--- src/rtl/rst_sequencer.sv ---
// rtl/rst_sequencer.sv - merged reset request filter with staged domain release
// Tracks the cause of the last reset and keeps a saturating count of completed release sequences.
module rst_sequencer #(
  parameter int NUM_RST      = 4,
  parameter int DEBOUNCE_CYC = 16,
  parameter int HOLD_CYC     = 8,
  parameter int STAGE_GAP    = 4
) (
  input  logic               SYS_CLK,
  input  logic               SYS_RST_N,
  input  logic               BOARD_RST_SW,
  input  logic               SL_RST_N,
  output logic [NUM_RST-1:0] RST_N_OUT,
  output logic               RST_DONE,
  output logic [1:0]         RST_CAUSE,
  output logic [7:0]         RST_COUNT
);

  localparam int DEB_W  = $clog2(DEBOUNCE_CYC + 1);
  localparam int HOLD_W = (HOLD_CYC > 1) ? $clog2(HOLD_CYC) : 1;
  localparam int GAP_W  = (STAGE_GAP > 1) ? $clog2(STAGE_GAP) : 1;
  localparam int IDX_W  = (NUM_RST > 1) ? $clog2(NUM_RST) : 1;

  localparam logic [DEB_W-1:0]   DEB_MAX   = DEB_W'(DEBOUNCE_CYC);
  localparam logic [HOLD_W-1:0]  HOLD_LAST = HOLD_W'(HOLD_CYC - 1);
  localparam logic [GAP_W-1:0]   GAP_LAST  = GAP_W'(STAGE_GAP - 1);
  localparam logic [IDX_W-1:0]   IDX_LAST  = IDX_W'(NUM_RST - 1);
  localparam logic [NUM_RST-1:0] ONE_HOT0  = NUM_RST'(1);

  typedef enum logic [1:0] {S_HOLD, S_RELEASE, S_RUN} state_t;

  state_t              state_q, state_d;
  logic [1:0]          sw_sync_q, sw_sync_d;
  logic [1:0]          sl_sync_q, sl_sync_d;
  logic [1:0]          fill_q, fill_d;
  logic [DEB_W-1:0]    deb_cnt_q, deb_cnt_d;
  logic [HOLD_W-1:0]   hold_cnt_q, hold_cnt_d;
  logic [GAP_W-1:0]    gap_q, gap_d;
  logic [IDX_W-1:0]    idx_q, idx_d;
  logic [NUM_RST-1:0]  rst_n_out_q, rst_n_out_d;
  logic                rst_done_q, rst_done_d;
  logic [1:0]          cause_q, cause_d;
  logic [7:0]          count_q, count_d;

  logic sw_req;
  logic sl_req;
  logic req;
  logic cause_en;

  always_comb begin
    sw_sync_d = {sw_sync_q[0], BOARD_RST_SW};
    sl_sync_d = {sl_sync_q[0], SL_RST_N};
    fill_d    = {fill_q[0], 1'b1};
    if (!sw_sync_q[1]) begin
      deb_cnt_d = '0;
    end else if (deb_cnt_q == DEB_MAX) begin
      deb_cnt_d = deb_cnt_q;
    end else begin
      deb_cnt_d = deb_cnt_q + 1'b1;
    end
    // Gating with the live sample drops the request on the first low sample.
    sw_req   = sw_sync_q[1] && (deb_cnt_q == DEB_MAX);
    sl_req   = ~sl_sync_q[1];
    req      = sw_req | sl_req;
    // The synchronisers reset to "asserted"; that artefact must not mark a cause.
    cause_en = fill_q[1];
  end

  always_comb begin
    state_d     = state_q;
    hold_cnt_d  = hold_cnt_q;
    gap_d       = gap_q;
    idx_d       = idx_q;
    rst_n_out_d = rst_n_out_q;
    rst_done_d  = rst_done_q;
    cause_d     = cause_q;
    count_d     = count_q;

    case (state_q)
      S_HOLD: begin
        rst_n_out_d = '0;
        rst_done_d  = 1'b0;
        if (cause_en) begin
          cause_d = cause_q | {sl_req, sw_req};
        end
        if (req) begin
          hold_cnt_d = '0;
        end else if (hold_cnt_q == HOLD_LAST) begin
          state_d    = S_RELEASE;
          hold_cnt_d = '0;
          idx_d      = '0;
          gap_d      = '0;
        end else begin
          hold_cnt_d = hold_cnt_q + 1'b1;
        end
      end
      S_RELEASE: begin
        if (gap_q == GAP_LAST) begin
          rst_n_out_d = rst_n_out_q | (ONE_HOT0 << idx_q);
          gap_d       = '0;
          if (idx_q == IDX_LAST) begin
            state_d    = S_RUN;
            rst_done_d = 1'b1;
            if (count_q != 8'hFF) begin
              count_d = count_q + 8'd1;
            end
          end else begin
            idx_d = idx_q + 1'b1;
          end
        end else begin
          gap_d = gap_q + 1'b1;
        end
      end
      default: begin
      end
    endcase

    // A new request in RELEASE or RUN always wins and restarts from bit 0.
    if (req && (state_q != S_HOLD)) begin
      state_d     = S_HOLD;
      rst_n_out_d = '0;
      rst_done_d  = 1'b0;
      hold_cnt_d  = '0;
      idx_d       = '0;
      gap_d       = '0;
      cause_d     = {sl_req, sw_req};
      count_d     = count_q;
    end
  end

  always_ff @(posedge SYS_CLK or negedge SYS_RST_N) begin
    if (!SYS_RST_N) begin
      state_q     <= S_HOLD;
      sw_sync_q   <= '0;
      sl_sync_q   <= '0;
      fill_q      <= '0;
      deb_cnt_q   <= '0;
      hold_cnt_q  <= '0;
      gap_q       <= '0;
      idx_q       <= '0;
      rst_n_out_q <= '0;
      rst_done_q  <= 1'b0;
      cause_q     <= '0;
      count_q     <= '0;
    end else begin
      state_q     <= state_d;
      sw_sync_q   <= sw_sync_d;
      sl_sync_q   <= sl_sync_d;
      fill_q      <= fill_d;
      deb_cnt_q   <= deb_cnt_d;
      hold_cnt_q  <= hold_cnt_d;
      gap_q       <= gap_d;
      idx_q       <= idx_d;
      rst_n_out_q <= rst_n_out_d;
      rst_done_q  <= rst_done_d;
      cause_q     <= cause_d;
      count_q     <= count_d;
    end
  end

  assign RST_N_OUT = rst_n_out_q;
  assign RST_DONE  = rst_done_q;
  assign RST_CAUSE = cause_q;
  assign RST_COUNT = count_q;

endmodule

--- config.mk ---
export PLATFORM = sky130hd
export DESIGN_NAME = rst_sequencer
export DESIGN_NICKNAME = d
export VERILOG_FILES = /design/src/rtl/rst_sequencer.sv
export SDC_FILE = /design/constraint.sdc
export NUM_CORES = 1
export LEC_CHECK = 0
export CAP_MARGIN = 40
export CELL_PAD_IN_SITES_DETAIL_PLACEMENT = 2
export CELL_PAD_IN_SITES_GLOBAL_PLACEMENT = 2
export CORE_MARGIN = 10
export CORE_UTILIZATION = 35
export DETAILED_ROUTE_END_ITERATION = 7
export PLACE_DENSITY_LB_ADDON = 0.08
export SLEW_MARGIN = 20
export SYNTH_ARGS = -nofsm -noshare
export SYNTH_HDL_FRONTEND = slang
export SYNTH_SLANG_ARGS = --single-unit
export TNS_END_PERCENT = 20
--- constraint.sdc ---
create_clock -name SYS_CLK -period 2.3 [get_ports SYS_CLK]
set_input_delay 0.69 -clock SYS_CLK [delete_from_list [all_inputs] [get_ports SYS_CLK]]
set_output_delay 0.69 -clock SYS_CLK [all_outputs]
set_load 0.005 [all_outputs]
==> flow_summary.ini <==
[run_status]
outcome = finished, final reports clean

[setup_path]
crit_buf_inv = 1
path_delay_family = buffers and inverters
worstPathRequired_ns = 1.61
worstPathArrival_ns = 1.30
slowest_delay_ns = 0.55
start_kind = register
r2r-end = gap_q[1]
cp_slowest_cell = clkdlybuf4s50_1
end_kind = primary output
worstPathCellList = clkdlybuf4s50_1
r2r_cells = 6
reg2reg_from = deb_cnt_q[0]
critical_path_class = reg -> out
crit_path_max_fanout = 6
r2r_slack_ns = 0.59

[min_path]
holdPathEnd = sw_sync_q[1]
hold_depth = 0
min_path_type = reg -> reg
hold_start = sw_sync_q[0]

[sta]
hold_viol = 0
slew_violations = 0
rsz0062_at_grt = false
clock_skew_ns = 0.00871
finalCriticalPeriod_ns = 1.99
whs_ns = 0.347
setup_viol = 0
fmax_mhz = 503
setup-tns-final_ns = 0
period_share_pct = 86.5

[floorplanning]
start_util_pct = 35.9
dieArea_um2 = 8030
row_count = 25
io_pins = 19
die_h_um = 89.6
fp.coreArea_um2 = 4720
die_x_um = 89.6

[yosys]
synth_edf_count = 0
yosys.area.top_type_share_pct = 51.7
async_reset_ff_share_pct = 100
synth_area_um2 = 1700
ys_types = 44
ys_top_cells_by_count = dfrtp_1, nor2_1, ha_1, nor3_1, a21oi_1
avgSynthCellArea_um2 = 11.4
ys.flop_type = dfrtp_1
synth-seq-area-share_pct = 51.7
yosys-top-cells-area = dfrtp_1, ha_1, xor2_1
syn_inst = 149
ys_seq_elements = 35
synth_top_cell_by_area = dfrtp_1
synth_warnings = 0
synth_fp_nets = 163
yosysMostFrequentCell = dfrtp_1

[clock_tree]
path_clk_slew_ns = 0.06
clk_latency_ns = 0.28
tritoncts = done
cts_root_buf = clkbuf_8
post-cts-setup-buffer-count = 0
cts-resized-gates = 0
ctsHoldBuffers = 0
cts_buffer_depth = 2
clock_sink_count = 35
htree_levels = 2
cts_buffers = 5

[run]
drv_cap = 0

[route]
ant_nets = 0
drc = 0
drt-initial-drc-count = 34
wl_per_cell_um = 16.0
drt_wl_total_um = 3830
vias = 1176
dr.pass1.iters = 4
vias_per_cell = 4.92

[grt]
grt_pass1_wl_um = 6540
grt_pass1_vias = 1288
grt_antenna_before_repair = 0
grt_max_degree = 36
grtUsageTotal_pct = 10.6
overflow = 0

[layout]
final_cell_count_no_fill = 239
ff_latch_area_um2 = 876
syn_to_final_growth_pct = 20.9
drive_above_1_share_pct = 13.4
multi_input_area_um2 = 766
fillCellCount = 488
n_antenna_cell = 0
nNetsFinal = 186

[power_and_ir_drop]
power.leakage_nw = 0.943
clock_power_share_pct = 41.5
p_seq_share_pct = 52.4
peakVddDrop_uv = 282
p_sw_share_pct = 20.8
combPwrFrac_pct = 6.1
p_switching_uw = 260
power_density_nw_per_um2 = 609
p_int_uw = 987

[placed_design]
dpl.cell_count = 232
place_hpwl_um = 2770
io_buffers = 18
gp_congestion = 0.767
==> metal layers <==
metal	part of all wire [%]	wire length (um)	track usage [%]	up-vias
li1	-	-	-	557
met1	46	1750	13.5	594
met2	49	1870	16.6	18
met3	4.6	176	3.61	7
met4	1.1	42	3.47	0
met5	0	0	0	-
==> worst max-delay path by stage <==
stage	slack [ns]	to	from	cells past startpoint
global placement	0.64	RST_COUNT[3]	RST_COUNT[3]	1
finish	0.31	RST_COUNT[3]	RST_COUNT[3]	1
global route	0.25	RST_COUNT[2]	RST_COUNT[2]	1
CTS	0.30	RST_COUNT[3]	RST_COUNT[3]	1
floorplan	0.80	RST_COUNT[1]	deb_cnt_q[0]	6
detailed placement	0.60	gap_q[1]	deb_cnt_q[0]	6
==> flip-flops by register name, summed over array words and instances, names as in the netlist <==
signal and count:
idx_q 2, hold_cnt_q 3, sl_sync_q 2, gap_q 2, RST_N_OUT 4, RST_COUNT 8
deb_cnt_q 5, RST_CAUSE 2, state_q 2, RST_DONE 1, sw_sync_q 2, fill_q 2
==> cell usage in the layout (no fill, tap or decap), drive strengths merged, types with 2 or more instances in the layout <==
cell	netlist	routed
dfrtp	35	35
o211ai	2	2
inv	5	5
a31oi	2	2
or2	2	2
ha	10	10
xnor2	3	3
nor2	12	12
nand3	8	8
mux2	2	2
buf	3	3
and2	3	3
o21ai	5	5
xor2	7	7
nor3	11	11
a21oi	9	9
nand3b	3	3
nand2b	2	2
clkbuf	2	6
a22oi	2	2
clkdlybuf4s50	0	18
nand2	8	8
==> cell type report <==
cell class,instances,area share [%]
flip-flops and latches,35,42.7
well taps,67,4.09
inverters,5,0.916
clock buffers,6,3.54
multi-input cells,104,37.4
repair buffers,21,9.89
clock inverters,1,1.47
==> per-stage QoR <==
stage	setup WS, ns	utilization [%]	area [um^2]	power [mW]
2_1_floorplan	0.803	-	1700	0.702
3_3_place_gp	0.641	41.2	1950	0.737
3_5_place_dp	0.596	41.2	1950	0.744
4_1_cts	0.303	43.4	2050	1.27
5_1_grt	0.253	43.4	2050	1.31
6_report	0.311	43.4	2050	1.25
==> power groups by stage <==
stage	sequential [mW]	clock (mW)	combinational [mW]
finish	0.654	0.518	0.0757
global route	0.657	0.568	0.0889
CTS	0.654	0.540	0.0791
detailed placement	0.666	0	0.0782
global placement	0.664	0	0.0731
floorplan	0.661	0	0.0406
==> logic make-up (layout without fill, tap and decap cells) <==
family / after synthesis / after routing / share of synthesized area [%]
buf+inv: 10 / 33 / 3.17
simple gates: 56 / 56 / 19.9
mux: 3 / 3 / 2.14
compound gates: 24 / 24 / 10.3
other cells: 1 / 1 / 0.221
xor+xnor: 10 / 10 / 5.17
flops: 35 / 35 / 51.7
fa+ha+maj: 10 / 10 / 7.38
Power figures use the tool's default switching activity.
